**config.mk**
```make
export PLATFORM = sky130hd
export DESIGN_NAME = div_rem_unit
export DESIGN_NICKNAME = d
export VERILOG_FILES = /design/src/rtl/div_rem_unit.sv
export SDC_FILE = /design/constraint.sdc
export NUM_CORES = 1
export LEC_CHECK = 0
export ABC_AREA = 0
export CORE_MARGIN = 4
export CORE_UTILIZATION = 50
export DETAILED_ROUTE_END_ITERATION = 6
export GPL_TIMING_DRIVEN = 0
export PLACE_DENSITY = 0.71
export REMOVE_ABC_BUFFERS = 1
export SLEW_MARGIN = 20
export SYNTH_ARGS = -nofsm -noshare
export SYNTH_HDL_FRONTEND = slang
export SYNTH_SLANG_ARGS = --single-unit
```
**constraint.sdc**
```tcl
create_clock -name clk -period 8.8 [get_ports clk]
set_input_delay 1.76 -clock clk [delete_from_list [all_inputs] [get_ports clk]]
set_output_delay 1.76 -clock clk [all_outputs]
set_load 0.1 [all_outputs]
```
**src/rtl/div_rem_unit.sv**
```systemverilog
// rtl/div_rem_unit.sv - iterative RV32M DIV/DIVU/REM/REMU unit, one quotient bit per cycle
//
// Ports:
//   clk      rising-edge clock
//   rst      asynchronous active-low reset
//   start    request pulse, sampled only while idle
//   op       00 DIV, 01 DIVU, 10 REM, 11 REMU
//   dividend rs1 operand, captured when start is accepted
//   divisor  rs2 operand, captured when start is accepted
//   busy     high from acceptance until the done pulse ends
//   done     one-cycle pulse, result valid while high
//   result   quotient or remainder; holds until the next completion
module div_rem_unit #(
  parameter int n = 32
) (
  input  logic         clk,
  input  logic         rst,
  input  logic         start,
  input  logic [1:0]   op,
  input  logic [n-1:0] dividend,
  input  logic [n-1:0] divisor,
  output logic         busy,
  output logic         done,
  output logic [n-1:0] result
);

  localparam int CW = $clog2(n);
  localparam logic [CW-1:0] CNT_INIT = CW'(n - 1);

  localparam logic [1:0] IDLE   = 2'd0;
  localparam logic [1:0] CALC   = 2'd1;
  localparam logic [1:0] FINISH = 2'd2;

  logic [1:0]    state;
  logic [CW-1:0] cnt;
  logic [n-1:0]  quo;      // holds |dividend| at start, quotient bits shift in at the LSB
  logic [n-1:0]  rem;
  logic [n-1:0]  dvs;      // |divisor|
  logic          rem_sel;  // op[1]: deliver remainder instead of quotient
  logic          neg_q;
  logic          neg_r;

  // Operand conditioning at acceptance
  logic          is_signed;
  logic          dvd_neg;
  logic          dvs_neg;
  logic [n-1:0]  dvd_abs;
  logic [n-1:0]  dvs_abs;
  logic          div_zero;
  logic          overflow;

  assign is_signed = ~op[0];
  assign dvd_neg   = is_signed & dividend[n-1];
  assign dvs_neg   = is_signed & divisor[n-1];
  // Negating the most negative value wraps back to itself, which read as
  // unsigned is exactly its magnitude.
  assign dvd_abs   = dvd_neg ? -dividend : dividend;
  assign dvs_abs   = dvs_neg ? -divisor  : divisor;
  assign div_zero  = (divisor == '0);
  assign overflow  = is_signed && (dividend == {1'b1, {(n-1){1'b0}}}) && (divisor == '1);

  // Restoring step on an n+1 bit datapath: the shifted remainder can reach
  // 2*|divisor|-1, so the sign of the n+1 bit difference is the compare.
  logic [n:0] rem_shift;
  logic [n:0] diff;
  logic       ge;

  assign rem_shift = {rem, quo[n-1]};
  assign diff      = rem_shift - {1'b0, dvs};
  assign ge        = ~diff[n];

  logic [n-1:0] q_fin;
  logic [n-1:0] r_fin;

  assign q_fin = neg_q ? -quo : quo;
  assign r_fin = neg_r ? -rem : rem;

  always_ff @(posedge clk or negedge rst) begin
    if (!rst) begin
      state   <= IDLE;
      cnt     <= '0;
      quo     <= '0;
      rem     <= '0;
      dvs     <= '0;
      rem_sel <= 1'b0;
      neg_q   <= 1'b0;
      neg_r   <= 1'b0;
      busy    <= 1'b0;
      done    <= 1'b0;
      result  <= '0;
    end else begin
      case (state)
        IDLE: begin
          if (start) begin
            busy    <= 1'b1;
            rem_sel <= op[1];
            cnt     <= CNT_INIT;
            if (div_zero) begin
              // Architectural results are final; suppress sign correction.
              quo   <= '1;
              rem   <= dividend;
              neg_q <= 1'b0;
              neg_r <= 1'b0;
              state <= FINISH;
            end else if (overflow) begin
              quo   <= dividend;
              rem   <= '0;
              neg_q <= 1'b0;
              neg_r <= 1'b0;
              state <= FINISH;
            end else begin
              quo   <= dvd_abs;
              dvs   <= dvs_abs;
              rem   <= '0;
              neg_q <= dvd_neg ^ dvs_neg;
              neg_r <= dvd_neg;
              state <= CALC;
            end
          end
        end

        CALC: begin
          rem <= ge ? diff[n-1:0] : rem_shift[n-1:0];
          quo <= {quo[n-2:0], ge};
          if (cnt == '0) begin
            state <= FINISH;
          end else begin
            cnt <= cnt - 1'b1;
          end
        end

        FINISH: begin
          // Two edges here: the first registers the result and raises done,
          // the second drops done and returns to IDLE so start stays ignored
          // while done is visible.
          if (!done) begin
            result <= rem_sel ? r_fin : q_fin;
            done   <= 1'b1;
          end else begin
            done  <= 1'b0;
            busy  <= 1'b0;
            state <= IDLE;
          end
        end

        default: begin
          state <= IDLE;
          busy  <= 1'b0;
          done  <= 1'b0;
        end
      endcase
    end
  end

endmodule

```
== After elaboration in Yosys (flattened, before gate mapping) ==
Index checks and enable logic that the tools add are counted.
W data, S select, Z words.

* Add/subtract/negate cells: 6
* Equal/unequal tests: 8
* Multiplexer cells: 31
* Bitwise operators: 9
* Reduce and logical (&&, ||, !) cells: 14

{| class="wikitable"
|+ Operator list
! kind !! count
|-
| $mux W32 || 11
|-
| $neg A32 Y32 || 4
|-
| $pmux W32 S2 || 2
|-
| $eq A32 B32 Y1 const B || 2
|-
| $sub A33 B32 Y33 || 1
|-
| $logic_not A32 Y1 || 1
|-
| $mux W2 || 5
|-
| $mux W5 || 2
|-
| $pmux W5 S2 || 1
|-
| $reduce_and A3 Y1 || 3
|-
| $ne A2 B2 Y1 const B || 4
|-
| $mux W1 || 7
|-
| $not A1 Y1 || 6
|-
| $pmux W2 S3 || 1
|-
| $reduce_and A2 Y1 || 3
|-
| $logic_not A5 Y1 || 1
|-
| $sub A5 B1 Y5 const B || 1
|-
| $reduce_and A4 Y1 || 1
|-
| $pmux W1 S3 || 1
|-
| $and A1 B1 Y1 || 2
|-
| $eq A2 B1 Y1 const B || 1
|-
| $eq A2 B2 Y1 const B || 1
|-
| $logic_and A1 B1 Y1 || 2
|-
| $logic_not A2 Y1 || 1
|-
| other kinds (4) || 4
|}

* Bits in registers: 140
* Output and inout bits: 34
* Word-level logic and storage cells: 79

== Depth between registers and ports, before layout ==
* Word-level depth: 7
* Mapped depth: 14
* Depth with buffers taken out: 12

== Least setup slack after synthesis ==
No wires, ideal clock.

* Kind: input-to-reg
* From: in dividend[20]
* To: reg quo[23]
* Setup time: 0.118 ns
* Arrival: 4.269 ns
* Data required time: 8.682 ns
* Path slack: 4.413 ns
* Cell stages on the path: 10
* Path through: or4_1 or4b_1 or4_1 nor4_4 nor2_1 buf_2 o41ai_1 xor2_1 a221oi_1 a21o_1

* Longest elaborated chain between the ends: 7
* Elaborated cells on any way between the ends: 9

{| class="wikitable"
|+ Ends and longest elaborated chain
! item !! line !! source
|-
| start: declaration || 20 || <nowiki>input logic [n-1:0] dividend,</nowiki>
|-
| branches (longest 3 deep; another with $neg A32 Y32) || -- ||
|-
| $mux W32 * || 105 || <nowiki>end else if (overflow) begin</nowiki>
|-
| $mux W32 * || 98 || <nowiki>if (div_zero) begin</nowiki>
|-
| $mux W32 * || 94 || <nowiki>if (start) begin</nowiki>
|-
| $pmux W32 S2 * || 92 || <nowiki>case (state)</nowiki>
|-
| end signal: assignment || 106 || <nowiki>quo <= dividend;</nowiki>
|-
| end signal: assignment || 112 || <nowiki>quo <= dvd_abs;</nowiki>
|-
| end signal: assignment || 124 || <nowiki>quo <= {quo[n-2:0], ge};</nowiki>
|-
| end: declaration || 36 || <nowiki>logic [n-1:0] quo;</nowiki>
|}

Mark *: on every way between the ends. The select of a mux whose other input is x is not followed.
A chain may end at the register's enable or synchronous reset.

== Worst setup path in the final report ==
* From: in dividend[20]
* To: reg dvs[0]

* Longest elaborated chain between the ends: 5

{| class="wikitable"
|+ Ends and longest elaborated chain
! item !! line !! source
|-
| $eq A32 B32 Y1 || 60 || <nowiki>assign overflow = is_signed && (dividend == {1'b1, {(n-1){1'b0}}}) && (divisor == '1);</nowiki>
|-
| $logic_and A1 B1 Y1 (2 in a row) || 60 ||
|-
| $not A1 Y1 (no line) || -- ||
|-
| $reduce_and A4 Y1 (no line) || -- ||
|-
| end signal: assignment || 113 || <nowiki>dvs <= dvs_abs;</nowiki>
|-
| end: declaration || 38 || <nowiki>logic [n-1:0] dvs;</nowiki>
|}

No other way between the ends.

==> metrics.txt <==
register area share after synthesis=32.30%; clk sink count=140; Max clock buf depth=2; Synth async-reset ratio=100.0%; Adder-Cell Fraction of Synth Area=4.684%; slew margin rel.=29.45%; WL/cell=17.59 um; Netlist cell types=58; area of the core=21,150 sq um; Final Hold Viols=0; Syn Inst Count=1,361; Antenna Nets Post-Route=0; All-Layer GR Usage=25.03%; Worst-Margin Slew=1.058 ns; number of buffers created by CTS=17; total power=0.005772 W; complex-gate fraction of the synthesized area=24.82%; CTS Hold Bufs=0; flops & latches, synth=140; CTS tree=built; share of layout cells above drive strength 1=4.832%; Max Cap Violations=0; H-tree depth=4; Final setup viols=0; DR DRC count=0; clock skew=0.009813 ns; number of flops mapped to enable cells by yosys=0; TNS Setup=0 ns; initial antenna violation count=1; Worst Setup End Kind=flop; Final Max Slew Viols=0; vias in the first global route=9,583; I/O pins=103; Resized cells post-CTS=0; largest family of logic cells by synthesized area=compound AO/OA/AOI/OAI gates; CP Class=input port to flop; mux contribution to synthesized area=3.196%; CTS Root Cell=clkbuf_16; share of the synthesized area in the top cell type=32.30%; Yosys top cell by area=dfrtp_1; RSZ-0062 raised after global routing=false; most area-consuming cells after synthesis=dfrtp_1 (32%), o21ai_0 (7.0%), xnor2_1 (6.8%); Clock Pin Slew Worst Setup and Hold Paths=0.06 ns; Initial DRT Pass Iterations=5; antenna cells=0; Worst Path Required=9.11 ns; Worst VDD drop=0.1553 mV; Simple-Gate Fraction of Synth Area=18.79%; starting density of the core=51.27%; P&R area growth vs syn=17.57%; routed wire length=29,960 um; Clock Latency Late Sink=0.43 ns; first-pass GRT wire length=49,380 um; Met3 Wirelength=2177 um; ys flop type=dfrtp_1; Post-CTS Setup Bufs=0; DP Wirelength=22,340 um; routed length on met1=13,730 um; fmax=0.1917 GHz; arrival time worst endpoint=5.52 ns; die area=24,110 sq um; Min Clock Period, post-route=5.215 ns; detailed-routed wire length on met2=13,430 um; period utilization=59.27%; Cell Area, Synth=10,850 sq um; Top Metal Used=met5; DR vias/cell=5.974; Lkg Pwr=5.318 nW; Hold WC Path Type=flop to flop; die width=155.3 um; num rows=53; syn avg cell area=7.969 sq um; Cell Area, Placed=12,120 sq um; Nets=1,524; pin count of the biggest net entering global routing=84; initial DRC count=909; Worst Path Max Fanout=41; Synth Area in XOR/XNOR=11.87%; vias=10,173; fin area=12,750 sq um; grt total ovfl=0; port bufs=102; Power Dens Cells=452.7 nW/um^2; GP Congestion=0.9192; Ys Warns=0; die height=155.3 um; CP startpoint kind=input port; status=complete, no violations
-- state kept, by name (all words and copies together), names as in the netlist --
register / count
busy: 1
cnt: 5
done: 1
dvs: 32
neg_q: 1
neg_r: 1
quo: 32
rem: 32
rem_sel: 1
result: 32
state: 2
-- layout make-up --
| cell class | count | area (sq um) |
|---|---|---|
| fillers | 1952 | 8403 |
| multi-input cells | 1097 | 6919 |
| flip-flops and latches | 140 | 3505 |
| repair buffers | 111 | 1177 |
| clock buffers | 18 | 429.2 |
| well taps | 275 | 344.1 |
| clock inverters | 14 | 196.4 |
| inverters | 48 | 180.2 |
-- cell usage after synthesis, types with 3 or more instances --
library cell	number
o41ai_1	16
a21oi_1	104
buf_1	4
a221oi_1	12
mux2i_1	29
nor3_1	20
buf_2	4
or4_1	16
o221ai_1	7
nand3_1	10
mux2_2	5
a211o_1	3
nand4_1	14
nand2b_1	18
or2_2	5
a31oi_1	12
a211oi_1	6
nand3b_1	3
ha_1	39
dfrtp_1	140
nor3b_1	3
o21a_1	8
inv_1	48
o31ai_1	35
nor4_1	11
nor2b_1	13
clkbuf_1	68
a21o_1	34
o21ai_0	152
o21ai_1	35
nor2_1	80
or3_1	17
nand2_1	187
xor2_1	63
o211ai_1	9
xnor2_1	84
or4_4	4
and3_1	18
-- power by group --
group	internal, W	switching (W)
combinational	0.00141	0.00228
sequential	0.000942	0.000375
clock	0.000474	0.000285
-- layer usage --
layer,GRT usage (%),up-vias
met5,0,-
li1,-,4996
met2,39.41,390
met1,35.87,4732
met4,7.295,2
met3,3.894,53
-- kinds of logic (layout without fill, tap and decap cells) --
group / after synthesis / count (layout)
compound gates: 449 / 449
xor+xnor: 147 / 147
fa+ha+maj: 40 / 40
buf+inv: 124 / 191
flops: 140 / 140
mux: 34 / 34
simple gates: 427 / 427
-- worst paths after layout --
kind	slack [ns]	cells after the start	startpoint	to
max	3.58	9	dividend[20]	dvs[0]$_DFFE_PN0P_
min	0.47	2	result[25]$_DFFE_PN0P_	result[25]$_DFFE_PN0P_
max reg2reg	4.19	15	quo[31]$_DFFE_PN0P_	rem[0]$_DFFE_PN0P_
min reg2reg	0.47	2	result[25]$_DFFE_PN0P_	result[25]$_DFFE_PN0P_
max in group asynchronous	6.72	2	rst	rem_sel$_DFFE_PN0P_
min in group asynchronous	1.33	1	rst	dvs[0]$_DFFE_PN0P_
-- critical path, stage by stage --
cell             delay (ns)
clkdlybuf4s50_1        0.57
or4_1                  0.64
or4b_1                 0.56
or4_1                  0.52
nor4_4                 0.42
a41o_1                 0.36
nor2_4                 0.17
buf_12                 0.24
mux2_2                 0.27
-- layout by cell type (no fill, tap or decap), drive strengths merged, types with 8 or more instances in the layout --
| cell type | n |
|---|---|
| a21o | 34 |
| a21oi | 104 |
| a221oi | 12 |
| a31oi | 12 |
| and3 | 18 |
| buf | 10 |
| clkbuf | 18 |
| clkdlybuf4s50 | 101 |
| dfrtp | 140 |
| ha | 39 |
| inv | 48 |
| mux2i | 29 |
| nand2 | 187 |
| nand2b | 18 |
| nand3 | 10 |
| nand4 | 14 |
| nor2 | 80 |
| nor2b | 13 |
| nor3 | 20 |
| nor4 | 12 |
| o211ai | 9 |
| o21a | 8 |
| o21ai | 187 |
| o31ai | 35 |
| o41ai | 16 |
| or3 | 17 |
| or4 | 20 |
| xnor2 | 84 |
| xor2 | 63 |
-- stage by stage --
stage / utilization, % / worst slack, ns / instances / hold slack (ns)
2_1_floorplan: - / 3.333 / 1285 / 0.4850
3_3_place_gp: 56.35 / 0.2592 / 1662 / 0.4611
3_5_place_dp: 57.27 / 3.197 / 1671 / 0.4698
4_1_cts: 60.23 / 3.634 / 1703 / 0.4834
5_1_grt: 60.28 / 3.376 / 1703 / 0.5127
6_report: 60.28 / 3.585 / 1703 / 0.4734
No activity file was read; power rests on OpenSTA's default activity.
